<file path="src/rtl/ccc_reconfig_pkg.sv">
// Shared types and widths for the RTG4 CCC dynamic-reconfiguration APB master.
// Holds the controller state encoding and the response status codes returned to the host.
package ccc_reconfig_pkg;

  localparam int ADDR_W = 6;
  localparam int DATA_W = 8;

  typedef enum logic [2:0] {
    S_IDLE      = 3'd0,
    S_SETUP     = 3'd1,
    S_ACCESS    = 3'd2,
    S_WAIT_LOCK = 3'd3,
    S_RESP      = 3'd4
  } state_e;

  typedef enum logic [1:0] {
    ST_OK      = 2'b00,
    ST_SLVERR  = 2'b01,
    ST_LOCK_TO = 2'b10,
    ST_APB_TO  = 2'b11
  } status_e;

endpackage

</file>
<file path="src/rtl/ccc_lock_monitor.sv">
// Watches the asynchronous CCC LOCK output after a reconfiguration write: two-flop
// synchroniser, consecutive-high stability counter and an overall timeout counter.
module ccc_lock_monitor
  import ccc_reconfig_pkg::*;
#(
  parameter int LOCK_TIMEOUT = 65535,
  parameter int LOCK_STABLE  = 16
) (
  input  logic clk,
  input  logic rst_n,
  input  logic start,
  input  logic lock_async,
  output logic lock_ok,
  output logic lock_timeout
);

  localparam int STAB_W = $clog2(LOCK_STABLE + 1);
  localparam int TO_W   = $clog2(LOCK_TIMEOUT + 1);
  localparam logic [STAB_W-1:0] STAB_MAX = STAB_W'(LOCK_STABLE);
  localparam logic [TO_W-1:0]   TO_MAX   = TO_W'(LOCK_TIMEOUT);

  logic              sync1_q;
  logic              sync2_q;
  logic              active_q, active_d;
  logic [STAB_W-1:0] stab_q, stab_d;
  logic [TO_W-1:0]   to_q, to_d;
  logic              stab_hit;
  logic              to_hit;

  always_ff @(posedge clk or negedge rst_n) begin
    if (!rst_n) begin
      sync1_q  <= 1'b0;
      sync2_q  <= 1'b0;
      active_q <= 1'b0;
      stab_q   <= '0;
      to_q     <= '0;
    end else begin
      sync1_q  <= lock_async;
      sync2_q  <= sync1_q;
      active_q <= active_d;
      stab_q   <= stab_d;
      to_q     <= to_d;
    end
  end

  // A LOCK drop restarts only the stability count; the timeout keeps running.
  always_comb begin
    stab_d   = stab_q;
    to_d     = to_q;
    active_d = active_q;
    stab_hit = 1'b0;
    to_hit   = 1'b0;
    if (start) begin
      stab_d   = '0;
      to_d     = '0;
      active_d = 1'b1;
    end else if (active_q) begin
      if (!sync2_q) begin
        stab_d = '0;
      end else if (stab_q != STAB_MAX) begin
        stab_d = stab_q + STAB_W'(1);
      end
      if (to_q != TO_MAX) begin
        to_d = to_q + TO_W'(1);
      end
      stab_hit = (stab_d == STAB_MAX);
      to_hit   = (to_d == TO_MAX);
      if (stab_hit || to_hit) begin
        active_d = 1'b0;
      end
    end
  end

  // Lock achieved in the same cycle as the timeout counts as success.
  assign lock_ok      = stab_hit;
  assign lock_timeout = to_hit & ~stab_hit;

endmodule

</file>
<file path="src/rtl/ccc_apb_reconfig_master.sv">
// APB3 initiator driving the CCC APB_S_* reconfiguration port: one host command per
// transfer, optional wait for LOCK after the last write, and a held response to the host.
module ccc_apb_reconfig_master
  import ccc_reconfig_pkg::*;
#(
  parameter int APB_TIMEOUT  = 255,
  parameter int LOCK_TIMEOUT = 65535,
  parameter int LOCK_STABLE  = 16
) (
  input  logic              PCLK,
  input  logic              PRESET_N,
  input  logic              CMD_VALID,
  output logic              CMD_READY,
  input  logic              CMD_WRITE,
  input  logic              CMD_LAST,
  input  logic [ADDR_W-1:0] CMD_ADDR,
  input  logic [DATA_W-1:0] CMD_WDATA,
  output logic              RSP_VALID,
  input  logic              RSP_READY,
  output logic [DATA_W-1:0] RSP_RDATA,
  output logic [1:0]        RSP_STATUS,
  input  logic              CCC_BUSY,
  input  logic              CCC_LOCK,
  output logic              APB_M_PSEL,
  output logic              APB_M_PENABLE,
  output logic              APB_M_PWRITE,
  output logic [ADDR_W-1:0] APB_M_PADDR,
  output logic [DATA_W-1:0] APB_M_PWDATA,
  input  logic [DATA_W-1:0] APB_M_PRDATA,
  input  logic              APB_M_PREADY,
  input  logic              APB_M_PSLVERR
);

  localparam int WAIT_W = $clog2(APB_TIMEOUT + 1);
  localparam logic [WAIT_W-1:0] WAIT_MAX = WAIT_W'(APB_TIMEOUT);

  state_e              state_q, state_d;
  status_e             status_q, status_d;
  logic                wr_q, wr_d;
  logic                last_q, last_d;
  logic [ADDR_W-1:0]   paddr_q, paddr_d;
  logic [DATA_W-1:0]   pwdata_q, pwdata_d;
  logic [DATA_W-1:0]   rdata_q, rdata_d;
  logic [WAIT_W-1:0]   wait_q, wait_d;
  logic                rdy_en_q;
  logic                cmd_ready;
  logic                lock_start;
  logic                lock_ok;
  logic                lock_timeout;

  always_ff @(posedge PCLK or negedge PRESET_N) begin
    if (!PRESET_N) begin
      state_q  <= S_IDLE;
      status_q <= ST_OK;
      wr_q     <= 1'b0;
      last_q   <= 1'b0;
      paddr_q  <= '0;
      pwdata_q <= '0;
      rdata_q  <= '0;
      wait_q   <= '0;
      rdy_en_q <= 1'b0;
    end else begin
      state_q  <= state_d;
      status_q <= status_d;
      wr_q     <= wr_d;
      last_q   <= last_d;
      paddr_q  <= paddr_d;
      pwdata_q <= pwdata_d;
      rdata_q  <= rdata_d;
      wait_q   <= wait_d;
      rdy_en_q <= 1'b1;
    end
  end

  // rdy_en_q keeps CMD_READY low while reset is held even though IDLE is combinational.
  assign cmd_ready = (state_q == S_IDLE) & ~CCC_BUSY & rdy_en_q;

  always_comb begin
    state_d    = state_q;
    status_d   = status_q;
    wr_d       = wr_q;
    last_d     = last_q;
    paddr_d    = paddr_q;
    pwdata_d   = pwdata_q;
    rdata_d    = rdata_q;
    wait_d     = wait_q;
    lock_start = 1'b0;
    unique case (state_q)
      S_IDLE: begin
        if (CMD_VALID && cmd_ready) begin
          wr_d     = CMD_WRITE;
          last_d   = CMD_LAST;
          paddr_d  = CMD_ADDR;
          pwdata_d = CMD_WDATA;
          rdata_d  = '0;
          status_d = ST_OK;
          wait_d   = '0;
          state_d  = S_SETUP;
        end
      end
      S_SETUP: begin
        state_d = S_ACCESS;
      end
      S_ACCESS: begin
        if (APB_M_PREADY) begin
          if (!wr_q) begin
            rdata_d = APB_M_PRDATA;
          end
          if (APB_M_PSLVERR) begin
            status_d = ST_SLVERR;
            state_d  = S_RESP;
          end else if (wr_q && last_q) begin
            lock_start = 1'b1;
            state_d    = S_WAIT_LOCK;
          end else begin
            state_d = S_RESP;
          end
        end else begin
          if (wait_q != WAIT_MAX) begin
            wait_d = wait_q + WAIT_W'(1);
          end
          if (wait_d == WAIT_MAX) begin
            status_d = ST_APB_TO;
            state_d  = S_RESP;
          end
        end
      end
      S_WAIT_LOCK: begin
        if (lock_ok) begin
          status_d = ST_OK;
          state_d  = S_RESP;
        end else if (lock_timeout) begin
          status_d = ST_LOCK_TO;
          state_d  = S_RESP;
        end
      end
      S_RESP: begin
        if (RSP_READY) begin
          state_d = S_IDLE;
        end
      end
      default: begin
        state_d = S_IDLE;
      end
    endcase
  end

  ccc_lock_monitor #(
    .LOCK_TIMEOUT(LOCK_TIMEOUT),
    .LOCK_STABLE (LOCK_STABLE)
  ) u_lock_mon (
    .clk         (PCLK),
    .rst_n       (PRESET_N),
    .start       (lock_start),
    .lock_async  (CCC_LOCK),
    .lock_ok     (lock_ok),
    .lock_timeout(lock_timeout)
  );

  // PSEL/PENABLE decode straight from state so an async reset drops them at once.
  assign CMD_READY     = cmd_ready;
  assign APB_M_PSEL    = (state_q == S_SETUP) | (state_q == S_ACCESS);
  assign APB_M_PENABLE = (state_q == S_ACCESS);
  assign APB_M_PWRITE  = wr_q;
  assign APB_M_PADDR   = paddr_q;
  assign APB_M_PWDATA  = pwdata_q;
  assign RSP_VALID     = (state_q == S_RESP);
  assign RSP_RDATA     = rdata_q;
  assign RSP_STATUS    = status_q;

endmodule

</file>
<file path="config.mk">
export PLATFORM = sky130hd
export DESIGN_NAME = ccc_apb_reconfig_master
export DESIGN_NICKNAME = d
export VERILOG_FILES = /design/src/rtl/ccc_reconfig_pkg.sv /design/src/rtl/ccc_lock_monitor.sv /design/src/rtl/ccc_apb_reconfig_master.sv
export SDC_FILE = /design/constraint.sdc
export NUM_CORES = 1
export LEC_CHECK = 0
export ABC_AREA = 1
export CAP_MARGIN = 30
export CELL_PAD_IN_SITES_DETAIL_PLACEMENT = 0
export CELL_PAD_IN_SITES_GLOBAL_PLACEMENT = 2
export CORE_AREA = 2 2 115 117
export DETAILED_ROUTE_END_ITERATION = 6
export DIE_AREA = 0 0 117 119
export PLACE_DENSITY = 0.79
export SLEW_MARGIN = 5
export SYNTH_ARGS = -nofsm -noshare
export SYNTH_HDL_FRONTEND = slang
export SYNTH_SLANG_ARGS = --single-unit
</file>
<file path="constraint.sdc">
create_clock -name PCLK -period 2.05 [get_ports PCLK]
set_input_delay 0.615 -clock PCLK [delete_from_list [all_inputs] [get_ports PCLK]]
set_output_delay 0.615 -clock PCLK [all_outputs]
set_load 0.005 [all_outputs]
</file>
# --- After elaboration in Yosys (flattened, before gate mapping) ---
# Cells that the tools add are included.
totals:
  ff_bits: 62
  latchBits: 0
  ram_bits: 0
  rom_bits: 0
  output_inout_bits: 29
  wordCells: 100
  n_memories: 0
op_classes:
  add_sub_neg: 3
  mul: 0
  div_mod_pow: 0
  magnitude_cmp: 0
  n_eq_ne: 18
  shifts: 0
  mux: 47
  n_bitwise: 6
  reduce_logical: 12
ops:
  columns: ["operator", "n"]
  rows:
  - ["16-bit two-way mux", 5]
  - ["8-bit two-way mux", 7]
  - ["8-bit case mux with 2 select lines", 2]
  - ["5-bit two-way mux", 6]
  - ["3-bit two-way mux", 8]
  - ["16-bit by 1-bit adder with 16-bit output (second input constant)", 1]
  - ["16-bit equality test (second input constant)", 1]
  - ["16-bit inequality test (second input constant)", 1]
  - ["3-bit case mux with 5 select lines", 1]
  - ["2-bit two-way mux", 6]
  - ["1-bit two-way mux", 11]
  - ["8-bit by 1-bit adder with 8-bit output (second input constant)", 1]
  - ["8-bit equality test (second input constant)", 1]
  - ["8-bit inequality test (second input constant)", 1]
  - ["4-bit AND reduction", 2]
  - ["3-bit by 2-bit equality test with 1-bit output (second input constant)", 2]
  - ["2-bit by 1-bit inequality test with 1-bit output (second input constant)", 3]
  - ["3-bit by 2-bit inequality test with 1-bit output (second input constant)", 2]
  - ["2-bit case mux with 3 select lines", 1]
  - ["5-bit by 1-bit adder with 5-bit output (second input constant)", 1]
  - ["5-bit equality test (second input constant)", 1]
  - ["5-bit inequality test (second input constant)", 1]
  - ["5-bit AND reduction", 1]
  - ["2-bit inequality test (second input constant)", 2]
  - ["other kinds (13)", 18]

# --- Logic depth before layout (Yosys ltp) ---
depth:
  ltp_word: 14
  depth_mapped: 17

# --- Modules after synthesis ---
# From an unflattened synthesis, not the netlist that was laid out.
unflattened:
  hier_cells: 445
  area_unflattened_um2: 3528.4
modules_own_cells:
  columns: ["module", "instances", "cells_per_inst", "area_each_um2", "seq_area_each_um2"]
  rows:
  - ["ccc_apb_reconfig_master", 1, 210, 1903.1, 950.9]
  - ["ccc_lock_monitor", 1, 235, 1625.3, 600.6]

# --- Worst setup path after synthesis ---
# Ideal clock, no wire load.
synth_timing:
  path_kind: "register -> register"
  start: "register u_lock_mon.to_q[0]"
  end: "register status_q[0], in the netlist RSP_STATUS[0]"
  setup_ns: 0.117
  arrival_time_ns: 1.776
  required_ns: 1.933
  slack_ns: 0.157
  path_stages_with_launch: 18
  synth_period_minus_slack_ns: 1.893
  path_cell_list: "dfrtp_1 -> ha_1 -> nand2_2 -> nor2_2 -> nand2_2 -> inv_2 -> nand2_2 -> buf_6 -> o21ai_1 -> nand2_1 -> nor2_1 -> nand3_1 -> nand2_1 -> nand2_2 -> nand2_4 -> nand3_2 -> nand2_1 -> nand2_1"
synth_via:
  elab_chain_cells: 10
synth_lines:
  columns: ["item", "line_no", "text"]
  rows:
  - ["start: declaration", "ccc_lock_monitor.sv:26", "logic [TO_W-1:0] to_q, to_d;"]
  - ["start signal: assignment", "ccc_lock_monitor.sv:42", "to_q <= to_d;"]
  - ["16-bit by 1-bit adder with 16-bit output / 16-bit inequality test (equally long branches)", "ccc_lock_monitor.sv:64, ccc_lock_monitor.sv:63", null]
  - ["16-bit two-way mux *", "ccc_lock_monitor.sv:63", "if (to_q != TO_MAX) begin"]
  - ["16-bit two-way mux *", "ccc_lock_monitor.sv:57", "end else if (active_q) begin"]
  - ["16-bit two-way mux *", "ccc_lock_monitor.sv:53", "if (start) begin"]
  - ["16-bit equality test *", "ccc_lock_monitor.sv:67", "to_hit = (to_d == TO_MAX);"]
  - ["1-bit two-way mux *", "ccc_lock_monitor.sv:57", null]
  - ["1-bit two-way mux *", "ccc_lock_monitor.sv:53", null]
  - ["1-bit AND *", "ccc_lock_monitor.sv:76", "assign lock_timeout = to_hit & ~stab_hit;"]
  - ["3-bit by 2-bit inequality test with 1-bit output (no line) *", null, null]
  - ["5-bit AND reduction (no line) *", null, null]
  - ["end signal: assignment", "ccc_apb_reconfig_master.sv:64", "status_q <= status_d;"]
  - ["end: declaration", "ccc_apb_reconfig_master.sv:38", "status_e status_q, status_d;"]
# Every way passes the cells marked *; elsewhere a longest branch is shown, timed or not. The select of a mux whose other input is x is not followed.
# A chain may end at the register's enable or synchronous reset.

# --- Final worst setup path ---
layout_timing:
  start: "register u_lock_mon.to_q[1]"
  end: "register state_q[1]"
layout_via:
  elab_chain_cells: 10
layout_lines:
  columns: ["item", "line_no", "text"]
  rows:
  - ["16-bit by 1-bit adder with 16-bit output / 16-bit inequality test (equally long branches)", "ccc_lock_monitor.sv:64, ccc_lock_monitor.sv:63", null]
  - ["16-bit two-way mux *", "ccc_lock_monitor.sv:63", null]
  - ["16-bit two-way mux *", "ccc_lock_monitor.sv:57", null]
  - ["16-bit two-way mux *", "ccc_lock_monitor.sv:53", null]
  - ["16-bit equality test *", "ccc_lock_monitor.sv:67", null]
  - ["1-bit two-way mux *", "ccc_lock_monitor.sv:57", null]
  - ["1-bit two-way mux *", "ccc_lock_monitor.sv:53", null]
  - ["1-bit AND *", "ccc_lock_monitor.sv:76", null]
  - ["3-bit by 2-bit inequality test with 1-bit output (no line) *", null, null]
  - ["4-bit AND reduction (no line) *", null, null]
  - ["end signal: assignment", "ccc_apb_reconfig_master.sv:63", "state_q <= state_d;"]
  - ["end: declaration", "ccc_apb_reconfig_master.sv:37", "state_e state_q, state_d;"]
# Marks and branches as above.

==> impl_metrics.tcl <==
set metrics [dict create \
    status "completed" \
    switching_share 0.3432 \
    start_util 0.2620 \
    pwr-share-clk 0.258 \
    drive_above_1_share 0.2445 \
    grt_usage 0.1503 \
    synth_top_area_frac 0.4599 \
    r2r_end "state_q[1]" \
    nets 621 \
    final_util 0.4000 \
    cts.clk_slew.worst_paths_ns 0.05 \
    syn_nets 492 \
    slowest_stage "dfrtp_1" \
    setup.worst_path.start_class "flip-flop" \
    first_global_vias 3444 \
    yosysTopAreaCell "dfrtp_1" \
    p_leak_nw 2.521 \
    ys_ff_latch 62 \
    ant_nets 0 \
    ys_seq_area_frac 0.4599 \
    cts_max_level 3 \
    fin_worst_skew_ns 0.004002 \
    crit_chain "ha_4 -> nand2_4 -> nor2_4 -> nand2_4 -> nor2_4 -> nand3_2 -> nand2_2 -> nand3_1 -> nor2_1 -> nand3_2 -> nand2_2 -> nand2_2 -> nand2_4 -> nand3_1 -> nand2_1 -> nand2_1" \
    cts_buffers 9 \
    vias_per_cell 4.455 \
    grt_max_degree 63 \
    grt_pass1_wl_mm 16.42 \
    numPortBuffers 60 \
    switchingPower_mw 2.129 \
    antenna_cells 0 \
    synthCells 456 \
    cts_tree "done" \
    coreArea_um2 12870 \
    irDropWorstVdd_v 0.0004909 \
    dpl_cell_area_um2 4543 \
    insertion_delay_ns 0.33 \
    synth_ff_type "dfrtp_1" \
    antenna_found_initial 0 \
    finalHoldViolCount 0 \
    dieHeight_um 119 \
    crit_fanout 6 \
    clock_path_buffers 2 \
    syn_to_final_growth_pct 52.67 \
    avgSynthCellArea_um2 7.397 \
    maxCapViolations 0 \
    share_comb_of_total_power 0.435 \
    intPower_mw 4.073 \
    fin_crit_ns 2.034 \
    root_buffer "clkbuf_16" \
    dp_hpwl_mm 6.823 \
    synth_area_leaders "dfrtp_1 46%, nand2_1 19%, nand3_1 7.0%" \
    die_width_um 117 \
    reg2reg_depth 16 \
    wl_per_cell_um 12.63 \
    critical_path_buf_inv_count 0 \
    seqPwrFrac 0.307 \
    cp-end-kind "flip-flop" \
    crit_family "simple AND/OR/NAND/NOR gates" \
    ys_types 31 \
    r2r_start "u_lock_mon.to_q[1]" \
    drt_first_pass_iters 5 \
    boundaryPins 61 \
    hold_buffers 0 \
    wl_mm 9.665 \
    hp-class "primary input to async pin" \
    synth_edf_count 0 \
    reg2reg_slack_ns 0.02 \
    rsz0062_at_grt "true" \
    slew_violations 0 \
    design_area_um2 5150 \
    setup_violations 0 \
    drt_iter0_drc 172 \
    fmax_mhz 491.6 \
    fp.dieArea_um2 13920 \
    vias 3408 \
    worstPathRequired_ns 2.27 \
    rows 42 \
    cp.arrival_ns 2.25 \
    max_stage_delay_ns 0.40 \
    drc_errors 0 \
    gp_congestion 0.7841 \
    synthArstFlopShare 1.000 \
    yosysWarnings 0 \
    power-per-cell-area_nw_per_um2 1204 \
    path_class "flip-flop to flip-flop" \
    fin_crit_sh 0.9922 \
    cts.sinks 62 \
    syn-cell-area_um2 3373 \
    overflow 0 \
]
flip-flops by register name, summed over array words and instances, names as in the netlist:
name	cells
APB_M_PWDATA	8
state_q	3
u_lock_mon.stab_q	5
u_lock_mon.sync1_q	1
APB_M_PADDR	6
wait_q	8
u_lock_mon.sync2_q	1
u_lock_mon.to_q	16
rdy_en_q	1
RSP_RDATA	8
RSP_STATUS	2
u_lock_mon.active_q	1
last_q	1
APB_M_PWRITE	1
per-stage QoR:
step                hold slack, ns  setup WS (ns)     TNS, ns  instances  power, mW
floorplan                   0.3194         0.1570           0        456      2.978
global placement            0.3354        -0.2334     -0.8456        733      4.149
detailed placement          0.3347        -0.2340      -1.060        733      4.166
CTS                         0.2996     -0.0003959  -0.0003959        760      6.092
global route                0.3146        -0.1686     -0.7001        765      6.683
finish                      0.2701        0.01596           0        765      6.202
cells by family (layout without fill, tap and decap cells):
kind of cell	count (synthesis)	count (layout)	share of synthesized area
adder cells (fa/ha/maj)	4	4	0.01484
XOR/XNOR	10	10	0.02596
AO/OA/AOI/OAI	41	41	0.06677
flip-flops	62	62	0.4599
other	1	1	0.001112
buffers and inverters	54	187	0.06268
AND/OR/NAND/NOR	284	284	0.3687
synthesized netlist by cell type, types with 2 or more instances:
cell      number
nand3_1       47
nand4_1       12
inv_1         41
xor2_1        10
nor3_1         4
clkbuf_1       5
dfrtp_1       62
ha_1           4
o31ai_1        2
nor2_4         2
o21ai_0       18
a21oi_1        6
clkinv_1       2
nor2_1        30
nor2_2        10
nand2_1      168
o21ai_1        6
inv_2          3
nand2_2        6
o22ai_1        7
power by group through the flow:
stage | Clock (mW) | Combinational [mW] | Sequential, mW
after detailed placement | 0 | 2.27 | 1.89
after CTS | 1.65 | 2.55 | 1.89
after global routing | 1.71 | 3.02 | 1.96
after floorplan | 0 | 1.09 | 1.89
after global placement | 0 | 2.26 | 1.89
final | 1.60 | 2.70 | 1.91
repair_timing:
action	in CTS	in global routing
endpoints found under the setup margin	8	9
pin swaps	4	14
setup buffers	12	5
resized for setup	33	34
how the worst max path moves through the flow:
stage	from	to	slack [ns]	depth (start not counted)
after floorplan	u_lock_mon.to_q[0]	RSP_STATUS[0]	0.16	17
after global placement	CCC_BUSY	CMD_READY	-0.23	3
after detailed placement	CCC_BUSY	CMD_READY	-0.23	3
after CTS	u_lock_mon.to_q[0]	state_q[1]	-0.0004	14
after global routing	u_lock_mon.to_q[1]	RSP_STATUS[1]	-0.17	17
final	u_lock_mon.to_q[1]	state_q[1]	0.02	16
final cells by class:
| class | count | area (µm²) |
|---|---|---|
| clock buffers | 10 | 229.0 |
| well taps | 176 | 220.2 |
| flip-flops and latches | 62 | 1551 |
| fillers | 1360 | 7725 |
| clock inverters | 5 | 75.07 |
| multi-input cells | 340 | 1780 |
| inverters | 46 | 172.7 |
| repair buffers | 126 | 1121 |
layer usage:
metal	vias to the layer above	routed length [µm]	share of wire	GRT usage
met2	95	4414	0.46	0.2345
met1	1568	4343	0.45	0.1850
met5	-	0	0	0
met4	0	140	0.014	0.05294
met3	12	767	0.079	0.06361
li1	1733	-	-	-
cells in the final DEF, fill, tap and decap left out, types with 10 or more instances in the layout:
master and n:
nor2_4 10, clkdlybuf4s50_1 55, buf_4 59, nor2_1 21
nand2_2 11, nand2_1 160, nand4_1 12, xor2_1 10
nor2_2 11, o21ai_0 17, inv_1 37, dfrtp_1 62
nand3_1 42
(Power assumes the default switching activity.)
